`config.mk`:
```
export PLATFORM = sky130hd
export DESIGN_NAME = memory_stage_flat
export DESIGN_NICKNAME = d
export VERILOG_FILES = /design/src/rtl/memory_stage_pkg.sv /design/src/rtl/memory_stage_if.sv /design/src/rtl/mem_access_fsm.sv /design/src/rtl/stage_register.sv /design/src/rtl/memory_stage.sv /design/src/flat_wrapper.sv
export SDC_FILE = /design/constraint.sdc
export NUM_CORES = 1
export LEC_CHECK = 0
export BUFFER_PORTS_ARGS = -buffer_cell sky130_fd_sc_hd__buf_2
export CAP_MARGIN = 20
export CELL_PAD_IN_SITES_DETAIL_PLACEMENT = 0
export CELL_PAD_IN_SITES_GLOBAL_PLACEMENT = 1
export CORE_MARGIN = 1
export CORE_UTILIZATION = 31
export CTS_BUF_LIST = sky130_fd_sc_hd__clkbuf_16
export CTS_CLUSTER_DIAMETER = 120
export CTS_CLUSTER_SIZE = 10
export DETAILED_ROUTE_END_ITERATION = 10
export GPL_ROUTABILITY_DRIVEN = 0
export MAX_ROUTING_LAYER = met4
export PLACE_DENSITY = 0.81
export SYNTH_ARGS = -nofsm -noshare
export SYNTH_HDL_FRONTEND = slang
export SYNTH_SLANG_ARGS = --single-unit
export TNS_END_PERCENT = 10
```
`constraint.sdc`:
```
create_clock -name clk -period 1.4 [get_ports clk]
set_input_delay 0.35 -clock clk [delete_from_list [all_inputs] [get_ports clk]]
set_output_delay 0.35 -clock clk [all_outputs]
set_load 0.02 [all_outputs]
```
`src/rtl/memory_stage_pkg.sv`:
```
// Shared types and constants for the memory pipeline stage.
// Defines the FSM state type, default widths and the access-needed rule.
package memory_stage_pkg;

  typedef enum logic {
    IDLE = 1'b0,
    BUSY = 1'b1
  } mem_state_t;

  localparam int DATA_W_DEF = 24;
  localparam int ADDR_W_DEF = 16;
  localparam int REG_IDX_W  = 4;

  // Loads are register writes whose value does not come from the ALU.
  function automatic logic needs_access(input logic mem_we,
                                        input logic reg_we,
                                        input logic write_from_alu);
    return mem_we | (reg_we & ~write_from_alu);
  endfunction

endpackage

```
`src/rtl/memory_stage_if.sv`:
```
// Data-memory req/ack bus between the memory stage (master) and the memory (slave).
interface memory_stage_if
  import memory_stage_pkg::*;
#(
  parameter int DATA_W = DATA_W_DEF,
  parameter int ADDR_W = ADDR_W_DEF
) ();

  logic              memReq;
  logic              memWrite;
  logic [ADDR_W-1:0] memAddr;
  logic [DATA_W-1:0] memWdata;
  logic [DATA_W-1:0] memRdata;
  logic              memAck;

  modport master (
    output memReq,
    output memWrite,
    output memAddr,
    output memWdata,
    input  memRdata,
    input  memAck
  );

  modport slave (
    input  memReq,
    input  memWrite,
    input  memAddr,
    input  memWdata,
    output memRdata,
    output memAck
  );

endinterface

```
`src/rtl/mem_access_fsm.sv`:
```
// Memory access sequencer: captures the instruction, drives the req/ack bus,
// bounds the wait with a timeout and produces the upstream stall.
module mem_access_fsm
  import memory_stage_pkg::*;
#(
  parameter int DATA_W  = DATA_W_DEF,
  parameter int ADDR_W  = ADDR_W_DEF,
  parameter int TIMEOUT = 16
) (
  input  logic                 clk,
  input  logic                 reset,
  input  logic                 memWe,
  input  logic                 regWe,
  input  logic                 writeRegFromAlu,
  input  logic [REG_IDX_W-1:0] regToWrite,
  input  logic [DATA_W-1:0]    dataToWrite,
  input  logic [DATA_W-1:0]    aluResult,
  memory_stage_if.master       mem,
  output logic                 stall,
  output logic                 idle,
  output logic                 complete,
  output logic                 memError,
  output logic                 hold_reg_we,
  output logic                 hold_from_alu,
  output logic [REG_IDX_W-1:0] hold_idx,
  output logic [DATA_W-1:0]    hold_alu
);

  localparam int CNT_W = (TIMEOUT > 2) ? $clog2(TIMEOUT) : 1;
  localparam logic [CNT_W-1:0] LAST = CNT_W'(TIMEOUT - 1);

  mem_state_t       state;
  logic [CNT_W-1:0] count;
  logic             access;
  logic             at_limit;

  assign access   = needs_access(memWe, regWe, writeRegFromAlu);
  assign at_limit = (count == LAST);
  assign idle     = (state == IDLE);
  assign complete = (state == BUSY) && mem.memAck;

  // A timeout releases the stall in its final cycle, so the dropped instruction is not replayed.
  assign stall = idle ? access : (!mem.memAck && !at_limit);

  always_ff @(posedge clk) begin
    if (reset) begin
      state         <= IDLE;
      count         <= '0;
      mem.memReq    <= 1'b0;
      mem.memWrite  <= 1'b0;
      mem.memAddr   <= '0;
      mem.memWdata  <= '0;
      memError      <= 1'b0;
      hold_reg_we   <= 1'b0;
      hold_from_alu <= 1'b0;
      hold_idx      <= '0;
      hold_alu      <= '0;
    end else begin
      case (state)
        IDLE: begin
          if (access) begin
            hold_reg_we   <= regWe;
            hold_from_alu <= writeRegFromAlu;
            hold_idx      <= regToWrite;
            hold_alu      <= aluResult;
            mem.memReq    <= 1'b1;
            mem.memWrite  <= memWe;
            mem.memAddr   <= aluResult[ADDR_W-1:0];
            mem.memWdata  <= dataToWrite;
            count         <= '0;
            state         <= BUSY;
          end
        end
        BUSY: begin
          // An ack in the limit cycle still completes the access.
          if (mem.memAck) begin
            mem.memReq <= 1'b0;
            state      <= IDLE;
          end else if (at_limit) begin
            mem.memReq <= 1'b0;
            memError   <= 1'b1;
            state      <= IDLE;
          end else begin
            count <= count + 1'b1;
          end
        end
        default: state <= IDLE;
      endcase
    end
  end

endmodule

```
`src/rtl/stage_register.sv`:
```
// Generic pipeline register with synchronous active-high reset and load enable.
module stage_register #(
  parameter int WIDTH = 1
) (
  input  logic             clk,
  input  logic             reset,
  input  logic             en,
  input  logic [WIDTH-1:0] d,
  output logic [WIDTH-1:0] q
);

  always_ff @(posedge clk) begin
    if (reset) begin
      q <= '0;
    end else if (en) begin
      q <= d;
    end
  end

endmodule

```
`src/rtl/memory_stage.sv`:
```
// Memory pipeline stage: sequences data-memory accesses and registers
// the write-back enable, index and value for the register file.
module memory_stage
  import memory_stage_pkg::*;
#(
  parameter int DATA_W  = DATA_W_DEF,
  parameter int ADDR_W  = ADDR_W_DEF,
  parameter int TIMEOUT = 16
) (
  input  logic                 clk,
  input  logic                 reset,
  input  logic                 memWe,
  input  logic                 regWe,
  input  logic                 writeRegFromAlu,
  input  logic [REG_IDX_W-1:0] regToWrite,
  input  logic [DATA_W-1:0]    dataToWrite,
  input  logic [DATA_W-1:0]    aluResult,
  memory_stage_if.master       mem,
  output logic                 stall,
  output logic                 wbRegWe,
  output logic [REG_IDX_W-1:0] wbRegToWrite,
  output logic [DATA_W-1:0]    wbData,
  output logic                 memError
);

  logic                 idle;
  logic                 complete;
  logic                 access;
  logic                 hold_reg_we;
  logic                 hold_from_alu;
  logic [REG_IDX_W-1:0] hold_idx;
  logic [DATA_W-1:0]    hold_alu;
  logic                 wb_load;
  logic                 wb_we_next;
  logic [REG_IDX_W-1:0] wb_idx_next;
  logic [DATA_W-1:0]    wb_data_next;

  assign access = needs_access(memWe, regWe, writeRegFromAlu);

  mem_access_fsm #(
    .DATA_W  (DATA_W),
    .ADDR_W  (ADDR_W),
    .TIMEOUT (TIMEOUT)
  ) u_fsm (
    .clk             (clk),
    .reset           (reset),
    .memWe           (memWe),
    .regWe           (regWe),
    .writeRegFromAlu (writeRegFromAlu),
    .regToWrite      (regToWrite),
    .dataToWrite     (dataToWrite),
    .aluResult       (aluResult),
    .mem             (mem),
    .stall           (stall),
    .idle            (idle),
    .complete        (complete),
    .memError        (memError),
    .hold_reg_we     (hold_reg_we),
    .hold_from_alu   (hold_from_alu),
    .hold_idx        (hold_idx),
    .hold_alu        (hold_alu)
  );

  // Write-back enable defaults to a bubble; index and data only load when a result retires.
  always_comb begin
    wb_load      = 1'b0;
    wb_we_next   = 1'b0;
    wb_idx_next  = regToWrite;
    wb_data_next = aluResult;
    if (idle && !access) begin
      wb_load    = 1'b1;
      wb_we_next = regWe;
    end else if (complete) begin
      wb_load      = 1'b1;
      wb_we_next   = hold_reg_we;
      wb_idx_next  = hold_idx;
      wb_data_next = hold_from_alu ? hold_alu : mem.memRdata;
    end
  end

  stage_register #(.WIDTH(1)) u_wb_we (
    .clk   (clk),
    .reset (reset),
    .en    (1'b1),
    .d     (wb_we_next),
    .q     (wbRegWe)
  );

  stage_register #(.WIDTH(REG_IDX_W)) u_wb_idx (
    .clk   (clk),
    .reset (reset),
    .en    (wb_load),
    .d     (wb_idx_next),
    .q     (wbRegToWrite)
  );

  stage_register #(.WIDTH(DATA_W)) u_wb_data (
    .clk   (clk),
    .reset (reset),
    .en    (wb_load),
    .d     (wb_data_next),
    .q     (wbData)
  );

endmodule

```
`src/flat_wrapper.sv`:
```
// flat-port wrapper written by rule: the top's interface ports become plain ports
module memory_stage_flat import memory_stage_pkg::*;
#(
  parameter int DATA_W  = DATA_W_DEF,
  parameter int ADDR_W  = ADDR_W_DEF,
  parameter int TIMEOUT = 16
)
  (clk, reset, memWe, regWe, writeRegFromAlu, regToWrite, dataToWrite, aluResult, stall, wbRegWe, wbRegToWrite, wbData, memError, mem_memReq, mem_memWrite, mem_memAddr, mem_memWdata, mem_memRdata, mem_memAck);
  memory_stage_if #(.DATA_W(DATA_W), .ADDR_W(ADDR_W)) mem_i ();
  input  logic clk;
  input  logic reset;
  input  logic memWe;
  input  logic regWe;
  input  logic writeRegFromAlu;
  input  logic [REG_IDX_W-1:0] regToWrite;
  input  logic [DATA_W-1:0] dataToWrite;
  input  logic [DATA_W-1:0] aluResult;
  output logic stall;
  output logic wbRegWe;
  output logic [REG_IDX_W-1:0] wbRegToWrite;
  output logic [DATA_W-1:0] wbData;
  output logic memError;
  output wire logic [$bits(mem_i.memReq)-1:0] mem_memReq;
  output wire logic [$bits(mem_i.memWrite)-1:0] mem_memWrite;
  output wire logic [$bits(mem_i.memAddr)-1:0] mem_memAddr;
  output wire logic [$bits(mem_i.memWdata)-1:0] mem_memWdata;
  input wire logic [$bits(mem_i.memRdata)-1:0] mem_memRdata;
  input wire logic [$bits(mem_i.memAck)-1:0] mem_memAck;
  assign mem_memReq = mem_i.memReq;
  assign mem_memWrite = mem_i.memWrite;
  assign mem_memAddr = mem_i.memAddr;
  assign mem_memWdata = mem_i.memWdata;
  assign mem_i.memRdata = mem_memRdata;
  assign mem_i.memAck = mem_memAck;
  memory_stage #(.DATA_W(DATA_W), .ADDR_W(ADDR_W), .TIMEOUT(TIMEOUT)) u_core (.clk(clk), .reset(reset), .memWe(memWe), .regWe(regWe), .writeRegFromAlu(writeRegFromAlu), .regToWrite(regToWrite), .dataToWrite(dataToWrite), .aluResult(aluResult), .mem(mem_i), .stall(stall), .wbRegWe(wbRegWe), .wbRegToWrite(wbRegToWrite), .wbData(wbData), .memError(memError));
endmodule
```
Word-level counts from Yosys, hierarchy flattened
Cells that the tools add are included.
{"block": "op_classes", "shift": 0, "n_mul": 0, "bitwise": 5, "div_mod_pow": 0, "muxes": 22, "eq_ne": 5, "order_cmp": 0, "n_reduce_logical": 10, "addsub": 1}
{"op": "24-bit 2-to-1 mux", "n": 3}
{"op": "4-bit 2-to-1 mux", "n": 5}
{"op": "1-bit 2-to-1 mux", "n": 11}
{"op": "4-bit one-hot mux with 2 select lines", "n": 1}
{"op": "2-bit != test (second input constant)", "n": 3}
{"op": "3-bit AND reduction", "n": 2}
{"op": "4-bit by 1-bit adder with 4-bit output (second input constant)", "n": 1}
{"op": "4-bit equality test (second input constant)", "n": 1}
{"op": "1-bit one-hot mux with 2 select lines", "n": 2}
{"op": "2-bit AND reduction", "n": 2}
{"op": "1-bit logical AND", "n": 3}
{"op": "1-bit logical NOT", "n": 3}
{"op": "3-bit by 2-bit != test with 1-bit output (second input constant)", "n": 1}
{"op": "1-bit NOT", "n": 3}
{"op": "1-bit bitwise AND", "n": 1}
{"op": "1-bit OR", "n": 1}
{"block": "word_totals", "rom_bits": 0, "memories": 0, "ram_bits": 0, "ff_bits": 107, "out_inout_bits": 73, "latch_bits": 0, "inputBits": 82}

Logic depth before layout (Yosys ltp)
{"block": "logic_depth", "word_depth": 6, "mapped_depth": 6, "ltp_nobuf": 5}

Hierarchy
A second synthesis with hierarchy kept.
{"block": "unflattened", "cells_unflattened": 451, "hier_area_um2": 4355.4}
{"module": "mem_access_fsm", "seq_area_each_um2": 1241.2, "area_per_inst_um2": 2396.0, "n_inst": 1, "cells_per_inst": 292}
{"module": "memory_stage", "seq_area_each_um2": 0.0, "area_per_inst_um2": 915.9, "n_inst": 1, "cells_per_inst": 66}
{"module": "stage_register (u_core.u_wb_data)", "seq_area_each_um2": 480.5, "area_per_inst_um2": 869.6, "n_inst": 1, "cells_per_inst": 77}
{"module": "stage_register (u_core.u_wb_idx)", "seq_area_each_um2": 80.1, "area_per_inst_um2": 140.1, "n_inst": 1, "cells_per_inst": 13}
{"module": "stage_register (u_core.u_wb_we)", "seq_area_each_um2": 20.0, "area_per_inst_um2": 33.8, "n_inst": 1, "cells_per_inst": 3}

Least setup slack after synthesis
OpenSTA, ideal clock, no wires.
{"block": "synth_timing", "path_type": "flip-flop to flip-flop", "start": "register u_core.u_fsm.count[0]", "end": "register u_core.u_fsm.count[0]", "setup_time_ps": 117, "arrival_ps": 1362, "path_stages_with_launch": 6, "path_slack_ps": -79, "required_ps": 1283, "path_cell_list": "dfxtp_1 -> ha_1 -> and4_4 -> a211oi_4 -> nor2_2 -> a22o_1"}
{"block": "synth_between", "elab_chain_len": 4, "word_cells_on_any_way": 7, "classes_between": "1 x add/sub; 2 x eq/ne; 3 x mux; 1 x reduce/logical"}
{"item": "start, declared", "line": "mem_access_fsm.sv:33", "source": "logic [CNT_W-1:0] count;"}
{"item": "start signal, assigned", "line": "mem_access_fsm.sv:84", "source": "count <= count + 1'b1;"}
{"item": "4-bit by 1-bit adder with 4-bit output", "line": "mem_access_fsm.sv:84"}
{"item": "4-bit 2-to-1 mux", "line": "mem_access_fsm.sv:79", "source": "end else if (at_limit) begin"}
{"item": "4-bit 2-to-1 mux", "line": "mem_access_fsm.sv:76", "source": "if (mem.memAck) begin"}
{"item": "4-bit one-hot mux with 2 select lines", "line": "mem_access_fsm.sv:59", "source": "case (state)"}
Parallel ways exist; a longest one is shown, timed or not. The select of a mux whose other input is x is not followed.
A chain may end at the register's enable or synchronous reset.

Worst setup path after layout
{"block": "layout_timing", "start": "register u_core.u_fsm.count[0]", "end": "output port stall"}
{"block": "layout_between", "elab_chain_len": 4}
{"item": "4-bit equality test", "line": "mem_access_fsm.sv:38", "source": "assign at_limit = (count == LAST);"}
{"item": "1-bit logical NOT", "line": "mem_access_fsm.sv:43", "source": "assign stall = idle ? access : (!mem.memAck && !at_limit);"}
{"item": "1-bit logical AND", "line": "mem_access_fsm.sv:43"}
{"item": "1-bit 2-to-1 mux", "line": "mem_access_fsm.sv:43"}
{"item": "end, declared", "line": "flat_wrapper.sv:18", "source": "output logic stall;"}
Every way passes these cells.

==> summary.md <==
Of the synthesized area, sequential elements account for 46.4%. The tools report the remaining max-slew budget at the tightest pin as 80.1%. For the maximum clock frequency, the log shows 589 MHz.

In the final routed layout, each cell accounts on average for 13.6 um. In the final layout, the multi-input gates occupy 0.00176 sq mm. For this design the ratio of total power to cell area is 1230 mW/mm^2.

The run finished, with violations left. The root buffer cell chosen for the clock tree is clkbuf_16. Of the cells placed in the final design, the portion with a size suffix greater than 1 is 33.0%. The die width was 115 um; the post-layout worst setup margin was -0.297 ns. STA classifies the critical path endpoint as a primary output.

The number of warning messages in the yosys log was 0; the number of unique standard cell types used by synthesis was 34. The first global-routing pass estimated 16.9 mm of wire. The flip-flop and latch area came out at 0.00183 sq mm. The critical path in this run is classified as register to primary output.

The routed layout has 3697 vias. Counting the fill cells in the layout gives 1292. Yosys mapped a number of flops with a built-in enable equal to 0. Across the VDD grid, the largest voltage drop is 622 uV. At the worst endpoint, the arrival time is 1.35 ns. Total power for the finished layout comes to 6270 uW. The growth of design area from synthesis to finish is 30.0%, and the transition time at the pin with the least slew margin is 0.298 ns.

The number of antenna diodes in the final layout is 0. The maximum fanout along the worst path works out to 2. Across every metal layer, demand over resource in global routing totals 17.3%. The tools report the startpoint type of the worst setup path as a register. Once placement completed, the tool counted placed cells totaling 770. Counting every sink on the clock net gives 91.

The run gives 0 as the DRC violation count after routing. After clock tree synthesis, the clock-pin slew on the worst setup and hold paths is 0.06 ns. The tools report the number of nets in the synthesized netlist as 563. Summed over all cells, the static leakage comes to 0.00224 uW. Entering global routing, the biggest net connects 48 pins.

The number of hold violations in the final report is 0. Setup repair after global routing could not meet its margin everywhere. TritonCTS built the clock tree. For the number of antenna violations at the first check in global routing, the log shows 0.

Subtracting the final worst setup slack from the clock period gives 1.70 ns. The finished layout holds 786 standard cells, fillers aside. The via count of the first global-routing pass is 3521, and the post-synthesis area per instance is 8.19 sq um. Placed instance area: 0.00481 sq mm.

The part of the cycle the worst path needs is 121%, and the overall routed net length is 10.7 mm. The total die area is 0.0131 sq mm. The worst hold path passes through 3 cells. Hold-fix buffer count after cts: 0. For the post-synthesis instance area, the log shows 0.00393 sq mm.

The net count of the finished layout is 696. The tightest min-delay check is of the input pin to register type. The logs give 42.0% for the final core utilization and 9 for the number of clock buffers inserted by TritonCTS. Between clock sinks in the finished design, the worst skew comes to 0.00582 ns. 155 I/O pins were placed. From bottom edge to top edge, the die measures 115 um.

Summed over all nets, the half-perimeter wirelength after detailed placement is 7.14 mm. The floorplan step defined a core boundary enclosing 0.0122 sq mm. Max-cap violations in this run came to 0. CTS built an H-tree with a depth of 3. Count of pins over their slew limit: 0. The run gives 1.05 ns as the required time at the endpoint of the critical path. Dividing the detail-routed via count by the number of cells gives 4.70. In the synthesized netlist the async set-or-reset flop fraction comes to 0%.

After clock tree synthesis, the setup repair step added 0 buffers. The number of synthesized register bits came out at 91. The final reports fail on setup timing.

The leading register cell type out of synthesis was dfxtp_1. The logs give 0.34 ns for the clock insertion delay at the later pin of the skew report and 0.00511 sq mm for the finished layout cell area. In this run, the number of DRC markers left after iteration 0 of detailed routing was 248. Global routing finished with a remaining overflow of 0.

In this run the tool buffered the top-level ports with 154 buffer cells. Counting along the longest clock path gives a buffer depth of 2. Number of placement rows: 40. The first detailed-routing pass ran for 4 iterations.

The number of cells traversed by the worst register-to-register path is 6, and the instance count of the mapped netlist is 480. Once detail routing completed, the nets flagged for antenna violations numbered 0. The logs give 1 for the total setup violations reported at the end of the flow and 32.3% for the initial core utilization. For the reg-to-reg setup timing slack, the log shows 0.04 ns.
worst max-delay path, cell delays in order (launching register included):
cell and delay, ns:
dfxtp_2 0.34, ha_4 0.16, and4_4 0.18, a211oi_4 0.18, buf_6 0.15
synth_stat cells (2+ instances only):
library cell  count  area share, %
a31oi_1           2           0.32
dfxtp_1          91             46
buf_6             6            1.7
nand2_1         161             15
nand3_1           6           0.76
mux2i_1          25            6.4
o211ai_1         24            4.6
buf_4            26            5.0
a21oi_1          83             11
inv_1             2           0.19
and2_1            3           0.48
clkbuf_1          8           0.76
nor2_1            5           0.48
a22oi_1           5           0.96
buf_2            14            1.8
flip-flops by register name, indices dropped and copies added (netlist names), 4 cells and up:
name,count
u_core.u_fsm.mem.memWdata,24
u_core.u_wb_data.q,24
u_core.u_fsm.mem.memAddr,15
u_core.u_fsm.hold_alu,9
u_core.u_fsm.count,4
u_core.u_fsm.hold_idx,4
u_core.u_wb_idx.q,4
metrics by stage:
| stage | setup TNS, ns | hold slack (ns) | setup slack, ns |
|---|---|---|---|
| after floorplan | 0 | 0.436 | 0.0130 |
| after detailed placement | -0.791 | 0.447 | -0.0556 |
| final | -0.297 | 0.234 | -0.297 |
| after global routing | -0.410 | 0.240 | -0.365 |
| after global placement | -0.0440 | 0.439 | -0.0440 |
| after CTS | -0.885 | 0.217 | -0.326 |
layer usage:
| metal | track usage [%] | vias up | routed length, um |
|---|---|---|---|
| li1 | - | 1863 | - |
| met5 | - | - | 0 |
| met2 | 28.2 | 121 | 5110 |
| met3 | 4.13 | 9 | 633 |
| met4 | 7.71 | 0 | 142 |
| met1 | 20.1 | 1704 | 4760 |
report_power, final:
group          switching (uW)  internal, uW  total [uW]
logic                     727           493        1220
registers                 103          2780        2880
clock network             985          1180        2160
total                    1810          4450        6270
cell usage in the layout (no fill, tap or decap), types with 3 or more instances in the layout:
cell | Yosys | layout
clkinv_2 | 0 | 3
clkbuf_16 | 0 | 9
a21oi_1 | 83 | 83
nand3_1 | 6 | 6
dfxtp_1 | 91 | 87
nand2_1 | 161 | 161
a22oi_1 | 5 | 5
mux2i_1 | 25 | 25
dfxtp_2 | 0 | 4
buf_12 | 0 | 7
nor2_1 | 5 | 5
buf_4 | 26 | 13
o211ai_1 | 24 | 24
inv_1 | 2 | 4
buf_2 | 14 | 153
cell type report:
| type | instances | share of cell area, % |
|---|---|---|
| clock buffer | 9 | 4.41 |
| clock inverter | 7 | 0.735 |
| inverter | 2 | 0.147 |
| multi-input combinational | 333 | 34.5 |
| sequential | 91 | 35.8 |
| tap | 168 | 4.11 |
| timing repair buffer | 176 | 20.4 |
path summary, 6_finish.rpt:
| path | from | end |
|---|---|---|
| setup / recovery | u_core.u_fsm.count[0] | stall |
| hold / removal | dataToWrite[2] | u_core.u_fsm.mem.memWdata[2] |
| setup reg to reg | u_core.u_fsm.count[0] | u_core.u_fsm.count[0] |
| hold reg to reg | u_core.u_fsm.mem.memWdata[21] | u_core.u_fsm.mem.memWdata[21] |
cell families after synthesis:
logic type / share of synthesized area (%)
DFF: 46.4
muxes: 6.37
and+or+nand+nor: 18.6
AOI/OAI and AO/OA: 18.9
buffers and inverters: 9.42
adders and majority gates: 0.318
what timing repair did:
action	in CTS	in global routing
gates cloned	0	0
setup endpoints to repair	16	53
resized for setup	5	4
pin swaps	0	1
No activity file was read; power rests on OpenSTA's default activity.
